**config.mk**
```make
export PLATFORM = sky130hd
export DESIGN_NAME = cache_controller
export DESIGN_NICKNAME = d
export VERILOG_FILES = /design/src/rtl/cache_controller.sv
export SDC_FILE = /design/constraint.sdc
export NUM_CORES = 1
export LEC_CHECK = 0
export CELL_PAD_IN_SITES_DETAIL_PLACEMENT = 1
export CELL_PAD_IN_SITES_GLOBAL_PLACEMENT = 1
export CORE_UTILIZATION = 39
export CTS_CLUSTER_SIZE = 20
export DETAILED_ROUTE_END_ITERATION = 12
export PLACE_DENSITY = 0.91
export SYNTH_ARGS = -nofsm -noshare
export SYNTH_HDL_FRONTEND = slang
export SYNTH_SLANG_ARGS = --single-unit
```
**constraint.sdc**
```tcl
create_clock -name clk -period 5.15 [get_ports clk]
set_clock_uncertainty 0.2 [all_clocks]
set_input_delay 1.03 -clock clk [delete_from_list [all_inputs] [get_ports clk]]
set_output_delay 1.03 -clock clk [all_outputs]
set_load 0.01 [all_outputs]
```
**src/rtl/cache_controller.sv**
```systemverilog
// rtl/cache_controller.sv - request sequencer in front of a set-associative cache array
//
// Purpose:
//   Sequences single-word CPU loads and stores against a 4-way set-associative
//   cache array (1 word/line). Read misses fetch from memory and fill the array.
//   Stores are write-through, write-allocate. Owns the per-set round-robin
//   victim pointers and saturating hit/miss statistics.
//
// Ports:
//   clk, reset                 clock (rising edge), asynchronous active-low reset
//   cpu_req/we/addr/wdata      CPU request, sampled only when idle
//   cpu_rdata/done/busy        load data, one-cycle completion pulse, busy flag
//   cache_read/write/addr/     array control; cache_rdata/cache_hit are
//   cache_wdata/replace_way    combinational returns from the array
//   mem_req/we/addr/wdata      memory request, held until mem_ack
//   mem_rdata/mem_ack          memory return data and one-cycle completion
//   hit_count/miss_count       saturating lookup statistics
module cache_controller #(
  parameter int NUM_SETS = 32,
  parameter int NUM_WAYS = 4,
  parameter int CNT_W    = 16
) (
  input  logic                        clk,
  input  logic                        reset,
  input  logic                        cpu_req,
  input  logic                        cpu_we,
  input  logic [31:0]                 cpu_addr,
  input  logic [31:0]                 cpu_wdata,
  output logic [31:0]                 cpu_rdata,
  output logic                        cpu_done,
  output logic                        cpu_busy,
  output logic                        cache_read,
  output logic                        cache_write,
  output logic [31:0]                 cache_addr,
  output logic [31:0]                 cache_wdata,
  input  logic [31:0]                 cache_rdata,
  input  logic                        cache_hit,
  output logic [$clog2(NUM_WAYS)-1:0] replace_way,
  output logic                        mem_req,
  output logic                        mem_we,
  output logic [31:0]                 mem_addr,
  output logic [31:0]                 mem_wdata,
  input  logic [31:0]                 mem_rdata,
  input  logic                        mem_ack,
  output logic [CNT_W-1:0]            hit_count,
  output logic [CNT_W-1:0]            miss_count
);

  localparam int IDX_W = $clog2(NUM_SETS);
  localparam int WAY_W = $clog2(NUM_WAYS);

  typedef enum logic [2:0] {
    IDLE, LOOKUP, WR_CACHE, MEM_RD, FILL, MEM_WR, RESP
  } state_t;

  state_t            state, state_nxt;
  logic [31:0]       addr_q;
  logic              we_q;
  logic [31:0]       wdata_q;
  logic              hit_q;
  logic [31:0]       fill_q;
  logic [31:0]       rdata_q;
  logic [WAY_W-1:0]  rr_ptr [NUM_SETS];
  logic [IDX_W-1:0]  idx;

  assign idx = addr_q[IDX_W+1:2];

  always_ff @(posedge clk or negedge reset) begin
    if (!reset) begin
      state      <= IDLE;
      addr_q     <= '0;
      we_q       <= 1'b0;
      wdata_q    <= '0;
      hit_q      <= 1'b0;
      fill_q     <= '0;
      rdata_q    <= '0;
      hit_count  <= '0;
      miss_count <= '0;
      for (int i = 0; i < NUM_SETS; i++) rr_ptr[i] <= '0;
    end else begin
      state <= state_nxt;
      case (state)
        IDLE: begin
          if (cpu_req) begin
            addr_q  <= cpu_addr;
            we_q    <= cpu_we;
            wdata_q <= cpu_wdata;
          end
        end
        LOOKUP: begin
          hit_q <= cache_hit;
          if (cache_hit) begin
            if (hit_count != {CNT_W{1'b1}}) hit_count <= hit_count + 1'b1;
          end else begin
            if (miss_count != {CNT_W{1'b1}}) miss_count <= miss_count + 1'b1;
          end
          if (!we_q && cache_hit) rdata_q <= cache_rdata;
        end
        // A store hit overwrites the hitting way, so only an allocation
        // consumes the victim pointer.
        WR_CACHE: if (!hit_q) rr_ptr[idx] <= rr_ptr[idx] + 1'b1;
        MEM_RD: begin
          if (mem_ack) begin
            fill_q  <= mem_rdata;
            rdata_q <= mem_rdata;
          end
        end
        FILL: rr_ptr[idx] <= rr_ptr[idx] + 1'b1;
        default: ;
      endcase
    end
  end

  always_comb begin
    state_nxt   = state;
    cpu_done    = 1'b0;
    cpu_busy    = (state != IDLE);
    cache_read  = 1'b0;
    cache_write = 1'b0;
    cache_wdata = '0;
    replace_way = '0;
    mem_req     = 1'b0;
    mem_we      = 1'b0;
    mem_addr    = '0;
    mem_wdata   = '0;
    case (state)
      IDLE:     if (cpu_req) state_nxt = LOOKUP;
      LOOKUP: begin
        cache_read = 1'b1;
        if (we_q)           state_nxt = WR_CACHE;
        else if (cache_hit) state_nxt = RESP;
        else                state_nxt = MEM_RD;
      end
      WR_CACHE: begin
        cache_write = 1'b1;
        cache_wdata = wdata_q;
        replace_way = rr_ptr[idx];
        state_nxt   = MEM_WR;
      end
      MEM_RD: begin
        mem_req  = 1'b1;
        mem_addr = addr_q;
        if (mem_ack) state_nxt = FILL;
      end
      FILL: begin
        cache_write = 1'b1;
        cache_wdata = fill_q;
        replace_way = rr_ptr[idx];
        state_nxt   = RESP;
      end
      MEM_WR: begin
        mem_req   = 1'b1;
        mem_we    = 1'b1;
        mem_addr  = addr_q;
        mem_wdata = wdata_q;
        if (mem_ack) state_nxt = RESP;
      end
      RESP: begin
        cpu_done  = 1'b1;
        state_nxt = IDLE;
      end
      default:  state_nxt = IDLE;
    endcase
  end

  assign cache_addr = addr_q;
  assign cpu_rdata  = rdata_q;

endmodule

```
==> summary.md, run 1 <==
| Metric | Value |
|---|---|
| Outcome | completed |
| CP Max Fanout | 21 |
| Power Density | a little over 600 nW/um^2 |
| DRC | 0 |
| Syn. warnings | 0 |
| Post-synth ARST share | 100% |
| RSZ-0062 raised after global routing | false |
| Slew margin rel. | 26.0% |
| Starting Density | 39.7% |
| Clk buf depth | 3 |
| Maximum vdd drop | roughly 0.33 mV |
| First drt pass iteration count | 5 |
| Syn_nets | just over 1000 |
| Vias in the first global route | roughly 9700 |
| Synth Register Bits | between 200 and 250 |
| Synthesized instance count | 879 |
| Post-CTS Hold Fix Bufs | 0 |
| Drt first-iter violations | 340 |
| Post-synth EDFFs | 0 |
| Area contributors post-synth | dfrtp_1, mux2_2, mux2i_1, a22o_1, and2_1 |
| Routed WL | between 30000 and 40000 um |
| Main synth FF type | dfrtp_1 |
| Die width | 167 um |
| Clk sink count | roughly 230 |
| DIE HEIGHT | 167 um |
| Top cells by count, synth | dfrtp_1, mux2_2, nor2_1, clkbuf_1, mux2i_1 |
| CP Data Required Time | just under 4 ns |
| Fmax | ~210 MHz |
| Count of pins over their slew limit | 0 |
| H-tree lvl count | 1 |
| Register cell area after layout | about 5700 sq um |
| Final worst-path setup slack | approximately 0.41 ns |
| Pin count of the biggest net entering global routing | 94 |
| Multi-input logic area | roughly 4700 sq um |
| DR vias | around 8600 |
| # port buffers | ~330 |
| WS Path Type | register to primary output |
| Final ANT Viol Nets | 0 |
| CTS tree | yes |
| Total congestion overflow | 0 |
| Filler cells | 2734 |
| Final worst-path cycle share | 92.1% |
| Post CTS Setup Buffer Count | 0 |
| Area Growth Syn to Fin | 42.9% |
| Die ar. | 28000 sq um |
| Fin nets | roughly 1300 |
| Placed cells | between 1500 and 2000 |
| Hold WS | 0.298 ns |
| I/O pin cnt | 334 |
| Max-cap violation count | 0 |
| Share of cells above drive strength 1 | 19.9% |
| Root Buffer | clkbuf_16 |
| Count leader, synth | dfrtp_1 |
| Fin cells | between 1500 and 2000 |
| Antenna violations before repair | 3 |
| Post-layout min period | between 4 and 5 ns |
| Place WS | 0.920 ns |
| Row count | 60 |
| DPL Wire Length | ~26000 um |
| Floorplan core area | about 27000 sq um |
| Worst-margin pin slew | ~1.1 ns |
| Post-layout util | 56.7% |
| GPL Wtd Cong | around 0.86 |
| Routed wire per std cell | between 20 and 25 um |
| Synth area leader | dfrtp_1 |
| Crit start category | register |
| Clock latency on the worst-skew pair | ~0.52 ns |
| Sequential-to-total area share from yosys stat | 53.7% |
| Avg Cell Area, Syn | 12.1 sq um |
| GRT Overall Usage | a little over a quarter |
| Netlist cell types | 48 |
| Worst hold path type | register to register |
| Syn Std Cell Area | approximately 11000 sq um |
| TNS Setup | 0 ns |
| Worst Setup End Kind | primary output |
| Clk pin slew, worst setup/hold paths | about 0.060 ns |
| Final setup vio count | 0 |
| CTS resizes | 0 |
| Drt via density | about 5.6 |
| P_leak | 0.00667 uW |
| Global-route wire length before repair | about 58000 um |
| Hold Fails Final Rpt | 0 |
| Synth top area share | a little over half |
| CTS Buf Count | 26 |
| Critical Path AT | around 3.5 ns |
layout make-up:
class | count | area share, %
clock buffer | 33 | 4.77
timing repair buffer | 345 | 22.6
tap | 341 | 2.80
sequential | 229 | 37.6
inverter | 7 | 0.172
antenna | 1 | 0.0164
multi-input combinational | 585 | 31.1
clock inverter | 15 | 0.927
worst max-delay path, cell delays in order, from the launching register on:
cell and delay (ns):
dfrtp_1 0.93, buf_4 0.39, mux4_2 0.52, a41oi_1 0.26, nand4_1 0.19, and2_1 0.20
clkdlybuf4s50_1 0.48
state kept, by name, summed over array words and instances, names as in the netlist:
signal      count
state           3
rr_ptr         64
cache_addr     32
fill_q         32
hit_q           1
wdata_q        32
we_q            1
cpu_rdata      32
hit_count      16
miss_count     16
worst paths after layout:
| path | startpoint | end | slack, ns | cells past startpoint |
|---|---|---|---|---|
| min in group asynchronous | reset | cache_addr[11]$_DFFE_PN0P_ | 0.34 | 1 |
| hold / removal | hit_count[14]$_DFFE_PN0P_ | hit_count[14]$_DFFE_PN0P_ | 0.30 | 1 |
| hold reg to reg | hit_count[14]$_DFFE_PN0P_ | hit_count[14]$_DFFE_PN0P_ | 0.30 | 1 |
| setup / recovery | cache_addr[3]$_DFFE_PN0P_ | replace_way[1] | 0.41 | 6 |
| max in group asynchronous | reset | rr_ptr[49]$_DFFE_PN0P_ | 3.25 | 2 |
| setup reg to reg | cache_addr[3]$_DFFE_PN0P_ | rr_ptr[19]$_DFFE_PN0P_ | 1.13 | 9 |
cell usage in the layout, fill, tap and decap left out, drive strengths merged, types with 33 or more instances in the layout:
master         count
dfrtp            229
a21oi             37
and3              35
and2              36
nand2             42
a22o              34
clkbuf            33
clkdlybuf4s50    332
mux2             158
nor2              58
mux2i             44
kinds of logic (layout without fill, tap and decap cells):
logic type                 after synthesis  after routing  share of synthesized area, %
and+or+nand+nor                        244            244                          11.9
DFF                                    229            229                          53.7
muxes                                  212            212                          22.9
AOI/OAI and AO/OA                       97             97                          6.46
buffers and inverters                   65            400                          2.38
xor gates and xnor gates                30             30                          2.46
adders and majority gates                2              2                         0.234
other                                    0              1                             0
through the flow:
| step | cell area [sq um] | power (uW) |
|---|---|---|
| after global placement | 14400 | 7100 |
| final | 15300 | 9240 |
| after global routing | 15300 | 9710 |
| after detailed placement | 14400 | 7330 |
| after floorplan | 10700 | 5180 |
| after CTS | 15200 | 9310 |
report_power, final:
group | internal (uW) | switching, uW | leakage [uW]
Clock | 1100 | 777 | 0.000430
Combinational | 2150 | 1940 | 0.00337
Sequential | 2540 | 729 | 0.00286
Total | 5790 | 3450 | 0.00667
routing by layer:
layer / vias up / part of all wire, % / global-route usage (%)
li1: 3769 / - / -
met1: 4431 / 36 / 30.7
met2: 327 / 51 / 46.6
met3: 110 / 7.2 / 7.35
met4: 2 / 5.0 / 12.8
met5: - / 0.040 / 0
(Power assumes the default switching activity.)
==> inputs of run 2 (changes only) <==
--- a/config.mk
+++ b/config.mk
@@ -7,10 +7,10 @@
 export LEC_CHECK = 0
 export CELL_PAD_IN_SITES_DETAIL_PLACEMENT = 1
 export CELL_PAD_IN_SITES_GLOBAL_PLACEMENT = 1
-export CORE_UTILIZATION = 39
+export CORE_UTILIZATION = 33
 export CTS_CLUSTER_SIZE = 20
 export DETAILED_ROUTE_END_ITERATION = 12
-export PLACE_DENSITY = 0.91
+export PLACE_DENSITY = 0.83
 export SYNTH_ARGS = -nofsm -noshare
 export SYNTH_HDL_FRONTEND = slang
 export SYNTH_SLANG_ARGS = --single-unit
==> constraint.sdc (replaced) <==
create_clock -name clk -period 3.8 [get_ports clk]
set_clock_uncertainty 0.2 [all_clocks]
set_input_delay 0.76 -clock clk [delete_from_list [all_inputs] [get_ports clk]]
set_output_delay 0.76 -clock clk [all_outputs]
set_load 0.01 [all_outputs]
==> summary.md, run 2 (synthesis results as in run 1) <==
| Metric | Value |
|---|---|
| Clock latency on the worst-skew pair | 0.55 ns (+0.03 ns) |
| Outcome | completed |
| Maximum vdd drop | 0.450 mV (+38%) |
| Met3 usage | 6.46% (-0.89 points) |
| Commonest cells after routing, fill and taps aside | clkdlybuf4s50_1, dfrtp_1, mux2_2, nor2_1, mux2i_1 |
| H-tree lvl count | 1 (unchanged) |
| Count of pins over their slew limit | 0 (unchanged) |
| Crit start category | register |
| Critical Path AT | 2.69 ns (-0.82 ns) |
| Die width | 182 um (+8.6%) |
| Leading cell type in the layout, fill and taps excluded | clkdlybuf4s50_1 |
| DR vias | 8526 (-1.3%) |
| Max-cap violation count | 0 (unchanged) |
| Worst Setup End Kind | primary output |
| Clk pin slew, worst setup/hold paths | 0.07 ns (about the same) |
| Clk sink count | 229 (unchanged) |
| Slew margin rel. | 16.5% (-9.5 points) |
| Worst hold path type | primary input to asynchronous set/reset pin |
| Final worst-path setup slack | 0.154 ns (-0.253 ns) |
| Worst-margin pin slew | 1.25 ns (+0.137 ns) |
| Hold Fails Final Rpt | 0 (unchanged) |
| Slowest cell on crit path | clkdlybuf4s50_1 |
| CP Data Required Time | 2.84 ns (-1.08 ns) |
| Share of cells above drive strength 1 | 22.5% (+2.7 points) |
| Global-route wire length before repair | 56400 um (-3.4%) |
| Fin area | 15700 sq um (+3.2%) |
| Reg with most FFs | rr_ptr |
| Fmax | around 270 MHz |
| Total congestion overflow | 0 (unchanged) |
| Drt via density | 5.17 (-6.9%) |
| DPL Wire Length | 25700 um (-1.2%) |
| Max reg flops | 64 (unchanged) |
| Row count | 65 (+8.3%) |
| RSZ-0062 raised after global routing | false |
| CP Max Fanout | 39 (+86%) |
| Final worst-path cycle share | a little over nine tenths |
| Post-CTS Hold Fix Bufs | 0 (unchanged) |
| Clk buf depth | 3 (unchanged) |
| WS Path Type | register to primary output |
| CTS tree | yes |
| Power Density | 822 nW/um^2 (+36%) |
| Antenna violations before repair | 0 (-3) |
| P_leak | 0.00690 uW (+3.5%) |
| Fin cells | 1649 (+6.0%) |
| Placed cells | 1587 (+5.3%) |
| Root Buffer | clkbuf_16 |
| Vias in the first global route | 9577 (-1.5%) |
| Die ar. | 33100 sq um (+18%) |
| Routed wire per std cell | 21.9 um (-9.2%) |
| Final setup vio count | 0 (unchanged) |
| GPL Wtd Cong | 0.860 (-0.45%) |
| TNS Setup | 0 ns (unchanged) |
| Met2 usage | 39.0% (-7.6 points) |
| Placed cell area | 14600 sq um (+1.7%) |
| Diodes inserted | 0 (-1) |
| GRT Overall Usage | 21.8% (-5.1 points) |
| Critical Path, Cell by Cell | buf_8, nand2b_1, nor2_4, buf_4, a22o_1, clkdlybuf4s50_1 |
| Starting Density | 33.7% (-6.1 points) |
| DRC | 0 (unchanged) |
| Place WS | 0.362 ns (-0.557 ns) |
| Area Growth Syn to Fin | 47.4% |
| Post-layout min period | around 3.6 ns |
| Hold WS | 0.0631 ns (-0.235 ns) |
| Crit path largest cell delay | 0.60 ns (-0.33 ns) |
| CTS Buf Count | 27 (+3.8%) |
| Drt first-iter violations | 371 (+9.1%) |
| Routed WL | 36100 um (-3.8%) |
| Met1 GRT Util | 25.4% (-5.3 points) |
| First drt pass iteration count | 4 (-1) |
| Fin nets | 1363 (+2.5%) |
| I/O pin cnt | 334 (unchanged) |
| Final ANT Viol Nets | 0 (unchanged) |
| Grt peak-use layer | met2 |
| DIE HEIGHT | 182 um (+8.6%) |
| Pin count of the biggest net entering global routing | 103 (+9.6%) |
| Floorplan core area | 31700 sq um (+18%) |
| # port buffers | 333 (unchanged) |
==> run 2: final timing paths <==
path	from	to	slack, ns	cells after the start
worst max-delay path	state[2]$_DFFE_PN0P_	cache_wdata[0]	0.15	6
worst min-delay path	reset	rr_ptr[10]$_DFFE_PN0P_	0.06	1
worst max register to register	cache_addr[4]$_DFFE_PN0P_	rr_ptr[23]$_DFFE_PN0P_	0.32	9
worst min register to register	miss_count[10]$_DFFE_PN0P_	miss_count[10]$_DFFE_PN0P_	0.30	1
max in group asynchronous	reset	rr_ptr[36]$_DFFE_PN0P_	2.51	2
min in group clk	miss_count[10]$_DFFE_PN0P_	miss_count[10]$_DFFE_PN0P_	0.30	1
==> run 2: metal layers <==
layer,up-vias,routed length [um]
met5,-,0
met4,0,754
met3,54,2930
met2,275,18500
met1,4345,13900
li1,3852,-
==> run 2: cell type report <==
| cell class | instances | area [sq um] |
|---|---|---|
| multi-input cells | 585 | 4750 |
| repair buffers | 377 | 3770 |
| inverters | 7 | 26.3 |
| flip-flops and latches | 229 | 5740 |
| clock buffers | 34 | 732 |
| fillers | 3309 | 16000 |
| clock inverters | 15 | 213 |
| well taps | 402 | 503 |
==> run 2: repair_timing <==
item	CTS	global route
pin swaps	2	1
setup endpoints to repair	3	53
gates cloned	0	1
resized for setup	6	12
setup buffers	7	5
endpoints found under the hold margin	0	0
==> run 2: metrics by stage <==
step | power (uW) | util (%)
2_1_floorplan | 7020 | -
3_3_place_gp | 9790 | 46.1
3_5_place_dp | 10000 | 46.1
4_1_cts | 12900 | 49.3
5_1_grt | 13600 | 49.6
6_report | 12900 | 49.6
==> run 2: power by group <==
part / internal (uW) / switching (uW)
sequential: 3460 / 798
combinational: 3150 / 2770
clock: 1650 / 1090
==> run 2: worst max-delay path: cells and delay by family, from the launching register on <==
kind / cells / cell delay (ns)
AO/OA/AOI/OAI: 1 / 0.21
flip-flops: 1 / 0.44
buffers and inverters: 3 / 1.19
AND/OR/NAND/NOR: 2 / 0.27
==> inputs of run 3 (changes only) <==
==> constraint.sdc (replaced) <==
create_clock -name clk -period 3.8 [get_ports clk]
set_clock_uncertainty 0.2 [all_clocks]
set_input_delay 0.76 -clock clk [delete_from_list [all_inputs] [get_ports clk]]
set_output_delay 0.76 -clock clk [all_outputs]
set_load 0.005 [all_outputs]
==> summary.md, run 3 (synthesis results as in run 1) <==
| Metric | Value |
|---|---|
| Outcome | completed |
| Die width | 182 um (unchanged) |
| Commonest cells after routing, fill and taps aside | clkdlybuf4s50_1, dfrtp_1, mux2_2, nor2_1, mux2i_1 |
| Fmax | 269 MHz (-2.0%) |
| GRT Overall Usage | 21.8% (about the same) |
| Drt via density | 5.18 (+0.11%) |
| CTS Buf Count | 26 (-3.7%) |
| Filler cells | 3310 (+0.030%) |
| Routed wire per std cell | 21.9 um (-0.11%) |
| Worst-margin pin slew | 0.801 ns (-0.446 ns) |
| Pin count of the biggest net entering global routing | 88 (-15%) |
| Final ANT Viol Nets | 0 (unchanged) |
| DPL Wire Length | 25400 um (-1.2%) |
| CTS tree | yes |
| Clk buf depth | 3 (unchanged) |
| TNS Setup | 0 ns (unchanged) |
| R2R depth | 11 (+2) |
| Routed WL | 36000 um (-0.17%) |
| Crit start category | register |
| Max reg flops | 64 (unchanged) |
| Hold Fails Final Rpt | 0 (unchanged) |
| H-tree lvl count | 1 (unchanged) |
| DR vias | 8530 (+0.047%) |
| P_leak | 0.00687 uW (-0.42%) |
| Critical Path, Cell by Cell | buf_12, buf_4, mux4_2, a22o_1, nand2_1, nand4_1, and2_1, clkdlybuf4s50_1 |
| WS Path Type | register to primary output |
| DRC | 0 (unchanged) |
| Reg with most FFs | rr_ptr |
| Count of pins over their slew limit | 0 (unchanged) |
| Post-CTS Hold Fix Bufs | 0 (unchanged) |
| Slew margin rel. | 46.2% (+30 points) |
| Global-route wire length before repair | 56200 um (-0.41%) |
| Total congestion overflow | 0 (unchanged) |
| I/O pin cnt | 334 (unchanged) |
| Area Growth Syn to Fin | 46.8% |
| Root Buffer | clkbuf_16 |
| Critical R2R Launch | cache_addr[3]$_DFFE_PN0P_ |
| Post-layout min period | 3.72 ns (+0.0742 ns) |
| R2R setup slack | 0.53 ns (+0.21 ns) |
| First drt pass iteration count | 4 (unchanged) |
| # port buffers | 333 (unchanged) |
| Register cell area after layout | 5740 sq um (unchanged) |
| Final setup vio count | 0 (unchanged) |
| Die ar. | 33100 sq um (unchanged) |
| DIE HEIGHT | 182 um (unchanged) |
| Vias in the first global route | 9668 (+0.95%) |
| Critical Path AT | 2.76 ns (+0.07 ns) |
| RSZ-0062 raised after global routing | false |
| Power Density | 796 nW/um^2 (-3.1%) |
| Maximum vdd drop | 0.527 mV (+17%) |
| CP Data Required Time | 2.84 ns (about the same) |
| Worst Setup SP | cache_addr[3]$_DFFE_PN0P_ |
| Fin area | 15700 sq um (-0.43%) |
| Worst Setup End Kind | primary output |
| Clock latency on the worst-skew pair | 0.53 ns (-0.02 ns) |
| Slowest cell on crit path | mux4_2 |
| CP Max Fanout | 6 (-85%) |
| Fin nets | 1362 (-0.073%) |
| Clk pin slew, worst setup/hold paths | 0.06 ns (about the same) |
| Cell count along the critical path | 8 (+2) |
| FF-to-FF End | rr_ptr[31]$_DFFE_PN0P_ |
| Drt first-iter violations | 372 (+0.27%) |
| Max-cap violation count | 0 (unchanged) |
| Leading cell type in the layout, fill and taps excluded | clkdlybuf4s50_1 |
| GPL Wtd Cong | 0.856 (-0.37%) |
| Row count | 65 (unchanged) |
| Worst hold path type | primary input to asynchronous set/reset pin |
| Antenna violations before repair | 2 (+2) |
| Placed cell area | 14600 sq um (-0.26%) |
| Delay-heaviest family, CP | buffers and inverters |
| Starting Density | 33.7% (unchanged) |
| Share of cells above drive strength 1 | 22.5% (-0.044 points) |
| Clk sink count | 229 (unchanged) |
| Worst path bufs/invs | 3 (unchanged) |
| Floorplan core area | 31700 sq um (unchanged) |
| Multi-input logic area | 4770 sq um (+0.24%) |
| Crit path largest cell delay | 0.49 ns (-0.11 ns) |
| Final worst-path cycle share | 97.9% (+2.0 points) |
| Worst setup path end | replace_way[1] |
==> run 3: area by class of cell <==
cell class	count	share of cell area, %
Antenna cell	1	0.0160
Clock buffer	40	5.13
Clock inverter	7	0.415
Inverter	7	0.168
Multi-Input combinational cell	585	30.4
Sequential cell	229	36.6
Tap cell	402	3.21
Timing Repair Buffer	377	24.0
==> run 3: through the flow <==
step                      setup WS (ns)  utilization (%)  hold WS [ns]  std cells  total power (uW)
after floorplan                   0.659                -         0.264        879              6720
after global placement            0.489             46.0         0.280       1582              9470
after detailed placement          0.465             46.0         0.289       1582              9710
after CTS                      0.000284             49.0        0.0639       1636             12500
after global routing            0.00666             49.4        0.0821       1648             13200
final                            0.0796             49.4        0.0351       1648             12500
==> run 3: how the worst min path moves through the flow <==
stage	cells past startpoint	from	to	slack, ns
global placement	1	miss_count[10]$_DFFE_PN0P_	miss_count[10]$_DFFE_PN0P_	0.28
finish	1	reset	cache_addr[18]$_DFFE_PN0P_	0.04
global route	1	reset	cache_addr[18]$_DFFE_PN0P_	0.08
floorplan	0	reset	cache_addr[0]$_DFFE_PN0P_	0.26
detailed placement	1	miss_count[10]$_DFFE_PN0P_	miss_count[10]$_DFFE_PN0P_	0.29
CTS	1	reset	cache_addr[18]$_DFFE_PN0P_	0.06
==> run 3: repair_timing <==
item / in CTS / in global routing
setup endpoints to repair: 2 / 12
pin swaps: 1 / 3
gates resized for setup: 4 / 9
cloned: 1 / 1
setup buffers: 6 / 10
==> run 3: per-layer routing <==
metal | GRT usage (%) | vias up | wire length, um
met5 | 0 | - | 0
met4 | 6.62 | 0 | 1070
met3 | 6.64 | 72 | 2800
met2 | 38.7 | 267 | 18400
met1 | 25.1 | 4354 | 13800
li1 | - | 3837 | -
==> run 3: report_power, final <==
group,internal [uW],switching [uW]
Sequential,3460,833
Combinational,3160,2480
Clock,1520,1020
Total,8140,4340
